File: config.mk
export PLATFORM = sky130hd
export DESIGN_NAME = rand_chk_uni_flat
export DESIGN_NICKNAME = d
export VERILOG_FILES = /design/src/rtl/rand_xs128_pkg.sv /design/src/rtl/rand_chk_uni_if.sv /design/src/rtl/rand_xs128_step.sv /design/src/rtl/rand_chk_uni.sv /design/src/flat_wrapper.sv
export SDC_FILE = /design/constraint.sdc
export NUM_CORES = 1
export LEC_CHECK = 0
export CAP_MARGIN = 20
export CORE_ASPECT_RATIO = 0.7
export CORE_MARGIN = 2
export CORE_UTILIZATION = 30
export DETAILED_ROUTE_END_ITERATION = 12
export GPL_TIMING_DRIVEN = 0
export MAX_ROUTING_LAYER = met4
export SKIP_LAST_GASP = 1
export SLEW_MARGIN = 40
export SYNTH_ARGS = -nofsm -noshare
export SYNTH_HDL_FRONTEND = slang
export SYNTH_SLANG_ARGS = --single-unit
export TNS_END_PERCENT = 20
File: constraint.sdc
create_clock -name clk -period 19.8 [get_ports clk]
set_input_delay 5.94 -clock clk [delete_from_list [all_inputs] [get_ports clk]]
set_output_delay 5.94 -clock clk [all_outputs]
set_load 0.05 [all_outputs]
File: src/rtl/rand_xs128_pkg.sv
// rand_xs128_pkg: xorshift128 seeds, checker state type and the shared step function.
package rand_xs128_pkg;
    localparam logic [31:0] SEED_X = 32'd123456789;
    localparam logic [31:0] SEED_Y = 32'd362436069;
    localparam logic [31:0] SEED_Z = 32'd521288629;
    localparam logic [31:0] SEED_W = 32'd88675123;

    typedef enum logic {HUNT, CHECK} state_t;

    typedef struct packed {
        logic [31:0] x;
        logic [31:0] y;
        logic [31:0] z;
        logic [31:0] w;
    } xs_state_t;

    function automatic logic [31:0] xs128_step(input xs_state_t s);
        logic [31:0] t;
        t = s.x ^ (s.x << 11);
        return s.w ^ (s.w >> 19) ^ t ^ (t >> 8);
    endfunction
endpackage

File: src/rtl/rand_chk_uni_if.sv
// rand_chk_uni_if: received-word strobe plus checker status toward the register bank.
interface rand_chk_uni_if #(parameter int CNT_W = 32);
    logic [31:0]      din;
    logic             din_valid;
    logic             locked;
    logic             err_pulse;
    logic [CNT_W-1:0] err_cnt;
    logic [CNT_W-1:0] word_cnt;
    logic [31:0]      expected;

    modport master (output din, din_valid, input locked, err_pulse, err_cnt, word_cnt, expected);
    modport slave (input din, din_valid, output locked, err_pulse, err_cnt, word_cnt, expected);
endinterface

File: src/rtl/rand_xs128_step.sv
// rand_xs128_step: combinational xorshift128 next-W, shareable with the generator.
module rand_xs128_step
    import rand_xs128_pkg::*;
(
    input  xs_state_t   i_s,
    output logic [31:0] o_w
);
    assign o_w = xs128_step(i_s);
endmodule

File: src/rtl/rand_chk_uni.sv
// rand_chk_uni: self-synchronising xorshift128 stream checker.
// Define RAND_CHK_LOSS_EN to drop lock after LOSS_THR consecutive mismatches and re-hunt.
module rand_chk_uni
    import rand_xs128_pkg::*;
#(
    parameter int CNT_W    = 32,
    parameter int LOSS_THR = 4
) (
    input logic            clk,
    input logic            rst,
    rand_chk_uni_if.slave  bus
);
    if (LOSS_THR < 1 || LOSS_THR > 15) begin : g_thr_range
        $error("LOSS_THR must be in 1..15");
    end

    state_t           r_state;
    logic [1:0]       r_fill;
    xs_state_t        r_s;
    logic [31:0]      r_exp;
    logic             r_err;
    logic [CNT_W-1:0] r_err_cnt;
    logic [CNT_W-1:0] r_word_cnt;
    xs_state_t        w_nx;
    logic [31:0]      w_step;
    logic             w_mis;
    logic             w_loss;

    // While locked the state advances with the prediction, so a corrupt word never poisons it.
    assign w_nx  = {r_s.y, r_s.z, r_s.w, (r_state == HUNT) ? bus.din : r_exp};
    assign w_mis = (r_state == CHECK) && (bus.din != r_exp);

    rand_xs128_step u_step (.i_s(w_nx), .o_w(w_step));

`ifdef RAND_CHK_LOSS_EN
    logic [3:0] r_cerr;
    assign w_loss = w_mis && (r_cerr == 4'(LOSS_THR - 1));
    always_ff @(posedge clk or posedge rst)
        if (rst)
            r_cerr <= '0;
        else if (bus.din_valid && r_state == CHECK)
            r_cerr <= (w_mis && !w_loss) ? r_cerr + 4'd1 : 4'd0;
`else
    assign w_loss = 1'b0;
`endif

    always_ff @(posedge clk or posedge rst)
        if (rst) begin
            r_state    <= HUNT;
            r_fill     <= '0;
            r_s        <= '0;
            r_exp      <= '0;
            r_err      <= 1'b0;
            r_err_cnt  <= '0;
            r_word_cnt <= '0;
        end else begin
            r_err <= bus.din_valid && w_mis;
            if (bus.din_valid) begin
                r_s   <= w_nx;
                r_exp <= w_step;
                if (r_state == HUNT) begin
                    r_fill <= r_fill + 2'd1;
                    if (r_fill == 2'd3)
                        r_state <= CHECK;
                end else begin
                    r_word_cnt <= r_word_cnt + CNT_W'(r_word_cnt != '1);
                    if (w_mis)
                        r_err_cnt <= r_err_cnt + CNT_W'(r_err_cnt != '1);
                    if (w_loss) begin
                        r_state <= HUNT;
                        r_fill  <= '0;
                    end
                end
            end
        end

    assign bus.locked    = r_state == CHECK;
    assign bus.err_pulse = r_err;
    assign bus.err_cnt   = r_err_cnt;
    assign bus.word_cnt  = r_word_cnt;
    assign bus.expected  = r_exp;
endmodule

File: src/flat_wrapper.sv
// flat-port wrapper written by rule: the top's interface ports become plain ports
module rand_chk_uni_flat import rand_xs128_pkg::*;
#(
    parameter int CNT_W    = 32,
    parameter int LOSS_THR = 4
)
  (clk, rst, bus_din, bus_din_valid, bus_locked, bus_err_pulse, bus_err_cnt, bus_word_cnt, bus_expected);
  rand_chk_uni_if #(.CNT_W(CNT_W)) bus_i ();
  input logic clk;
  input logic rst;
  input wire logic [$bits(bus_i.din)-1:0] bus_din;
  input wire logic [$bits(bus_i.din_valid)-1:0] bus_din_valid;
  output wire logic [$bits(bus_i.locked)-1:0] bus_locked;
  output wire logic [$bits(bus_i.err_pulse)-1:0] bus_err_pulse;
  output wire logic [$bits(bus_i.err_cnt)-1:0] bus_err_cnt;
  output wire logic [$bits(bus_i.word_cnt)-1:0] bus_word_cnt;
  output wire logic [$bits(bus_i.expected)-1:0] bus_expected;
  assign bus_i.din = bus_din;
  assign bus_i.din_valid = bus_din_valid;
  assign bus_locked = bus_i.locked;
  assign bus_err_pulse = bus_i.err_pulse;
  assign bus_err_cnt = bus_i.err_cnt;
  assign bus_word_cnt = bus_i.word_cnt;
  assign bus_expected = bus_i.expected;
  rand_chk_uni #(.CNT_W(CNT_W), .LOSS_THR(LOSS_THR)) u_core (.clk(clk), .rst(rst), .bus(bus_i));
endmodule
==> results of run 1 <==
[path summary, 6_finish.rpt]
kind,startpoint,endpoint,slack [ns],cells after the start
setup / recovery,bus_din[27],u_core.bus.err_cnt[21]$_DFFE_PP0P_,11.61,8
hold / removal,u_core.bus.err_cnt[23]$_DFFE_PP0P_,u_core.bus.err_cnt[23]$_DFFE_PP0P_,0.49,1
setup reg to reg,u_core.bus.err_cnt[11]$_DFFE_PP0P_,u_core.bus.err_cnt[6]$_DFFE_PP0P_,16.37,10
hold reg to reg,u_core.bus.err_cnt[23]$_DFFE_PP0P_,u_core.bus.err_cnt[23]$_DFFE_PP0P_,0.49,1
max in group asynchronous,rst,u_core.bus.expected[3]$_DFFE_PP0P_,12.80,4
min in group asynchronous,rst,u_core.bus.word_cnt[27]$_DFFE_PP0P_,5.93,2
[where the power goes]
part | internal, uW | switching [uW]
sequential | 533 | 158
combinational | 387 | 533
clock | 196 | 174
total | 1120 | 865
[metal layers]
layer | share of wire | GRT usage
met5 | 0 | -
met4 | 0.015 | 0.0451
met3 | 0.062 | 0.0507
met2 | 0.43 | 0.251
met1 | 0.49 | 0.261
[cell type report]
type	instances	area (um^2)	area share
flip-flops and latches	196	4900	0.395
multi-input cells	654	4770	0.385
repair buffers	133	1370	0.110
well taps	427	534	0.0431
clock buffers	18	439	0.0354
clock inverters	14	183	0.0147
plain buffers	39	170	0.0137
inverters	8	37.5	0.00303
[worst max-delay path: stages]
cell,delay [ns]
clkdlybuf4s50_1,0.51
xor2_1,0.21
nor4_1,0.55
nand4_1,0.27
nor2_1,0.39
buf_2,0.36
nor3_1,0.11
xor2_1,0.17
[registers in the layout, summed over array words and instances (netlist names)]
signal	flops
u_core.bus.expected	32
u_core.r_s	96
u_core.r_fill	2
u_core.bus.word_cnt	32
u_core.bus.err_pulse	1
u_core.bus.locked	1
u_core.bus.err_cnt	32
[logic make-up after synthesis]
| logic type | after synthesis | share of synthesized area |
|---|---|---|
| AO/OA/AOI/OAI | 123 | 0.0668 |
| XOR/XNOR | 189 | 0.168 |
| adder cells (fa/ha/maj) | 7 | 0.00888 |
| buffers and inverters | 47 | 0.0199 |
| flip-flops | 196 | 0.497 |
| multiplexers | 97 | 0.107 |
| AND/OR/NAND/NOR | 238 | 0.132 |
[stage by stage]
step	cell area (um^2)	power (uW)
2_1_floorplan	9870	1320
3_3_place_gp	11700	1590
3_5_place_dp	11800	1610
4_1_cts	12400	1990
5_1_grt	12400	2110
6_report	12400	1980
[cells in the final DEF (no fill, tap or decap), types with 3 or more instances in the layout]
cell type,count
xor2_1,99
clkdlybuf4s50_1,131
buf_2,7
and3_1,10
nand4_1,12
a21oi_1,75
o22ai_1,16
clkbuf_16,17
nor4b_2,4
dfrtp_1,196
nand2_1,51
nor2_1,64
buf_1,7
mux2_2,69
inv_1,7
inv_6,5
and4_1,3
xnor2_1,90
nor4_1,11
mux2i_1,28
clkbuf_2,3
nand3_1,43
o21ai_0,20
ha_1,7
inv_8,4
clkbuf_1,20
nor3_1,14
a21o_1,4
nor4_2,6
a31oi_1,6
==> flow_metrics.py, run 1 <==
metrics = {
    "worst_setup_path": {
        "cp-end-kind": "flip-flop",
        "critical_path_arrival_ns": 8.52,
        "crit_type": "input pin to flip-flop",
        "required_ns": 20.13,
        "cp-start-kind": "input pin",
        "path_max_fanout": 10,
    },
    "placed_design": {
        "dpl.hpwl_um": 21300,
        "placed_cells": 1457,
        "gp_congestion": 0.884,
        "port_buffers": 131,
        "place_ws_ns": 11.07,
    },
    "synth": {
        "yosysTopAreaCellShare": 0.497,
        "avgSynthCellArea_um2": 11.0,
        "synth.most_common_cell": "dfrtp_1",
        "ys_async_sr_fraction": 1.00,
        "ys_ff_latch": 196,
        "synth_edf_count": 0,
        "yosysTopAreaCell": "dfrtp_1",
        "synth_warnings": 0,
        "ys.flop_type": "dfrtp_1",
        "seq_area_frac_synth": 0.497,
        "synth_nets": 939,
        "synthTopCellsByCount": "dfrtp_1 (196), xor2_1 (99), xnor2_1 (90), a21oi_1 (75), mux2_2 (69)",
        "synth_area_leaders": "dfrtp_1 (50%), xor2_1 (8.8%), xnor2_1 (8.0%)",
        "synth_cells": 897,
        "yosysUniqueCellTypes": 45,
        "syn-cell-area_um2": 9870,
    },
    "finish": {
        "drive_gt1_frac": 0.131,
        "utilization": 0.384,
        "fillers": 3211,
        "finalNonFillerCells": 1489,
        "n_antenna_cell": 0,
        "nets": 1091,
        "areaGrowthSynthToFinish_pct": 25.7,
    },
    "clocking": {
        "cts_tree": "yes",
        "ctsResizeCount": 0,
        "postCtsSetupBuffers": 0,
        "cts_hold_buf": 0,
        "clock_path_buffers": 2,
        "cts.sinks": 196,
        "clk_latency_ns": 0.45,
        "cts-root-buf": "clkbuf_16",
        "numCtsBuffers": 17,
        "cts.reportedPaths.clkPinSlew_ns": 0.08,
        "htreeDepth": 4,
    },
    "floorplanning": {
        "initial_core_util": 0.305,
        "die_y_um": 156,
        "die_w_um": 221,
        "row_count": 55,
        "dieArea_um2": 34400,
        "core_area_um2": 32300,
        "ios": 133,
    },
    "sta": {
        "finalHoldViolCount": 0,
        "setup_viol": 0,
        "maxSlewViolCount": 0,
        "hold_slack_ns": 0.492,
        "fin_ws_ns": 11.61,
        "post-route-period-util": 0.414,
        "finalClockSkew_ns": 0.0141,
        "relSlewSlack": 0.426,
        "max_slew.worst_pin.slew_ns": 0.861,
        "period_needed_ns": 8.19,
        "fmax_ghz": 0.122,
        "rsz0062_at_grt": "false",
        "tns_ns": 0,
    },
    "pwr": {
        "p_leak_uw": 0.00521,
        "ir_worst_vdd_mv": 0.0744,
        "p_per_area_nw_per_um2": 160,
    },
    "routing": {
        "wl_per_cell_um": 19.6,
        "drt-initial-drc-count": 505,
        "num_vias": 7422,
        "vias_per_cell": 4.98,
        "wl_um": 29200,
        "dr.pass1.iters": 5,
        "drc_errors": 0,
        "ant_nets": 0,
    },
    "global_routing": {
        "grt_pass1_wl_um": 45100,
        "track_usage": 0.182,
        "grt_max_degree": 71,
        "first_global_vias": 7302,
        "antenna_found_initial": 0,
        "overflow": 0,
    },
    "job": {
        "maxCapViolations": 0,
    },
    "min_path": {
        "hp-class": "flip-flop to flip-flop",
    },
    "outcome": {
        "status": "finished clean",
    },
}
Note: power is estimated with default switching activity, not from simulation.
==> run 2, diff against run 1 <==
- clock period: 19.8 -> 8.3 ns (I/O delays scaled with it)
==> results of run 2 <==
Same layout as run 1 (identical final DEF). Status: finished clean.
Among the figures that moved: setup slack after placement 11.07 ns -> 3.02 ns; setup slack after layout 11.61 ns -> 3.56 ns; register-to-register setup slack 16.37 ns -> 4.87 ns; total power 1980 uW -> 4730 uW; worst IR drop on VDD 0.0744 mV -> 0.177 mV
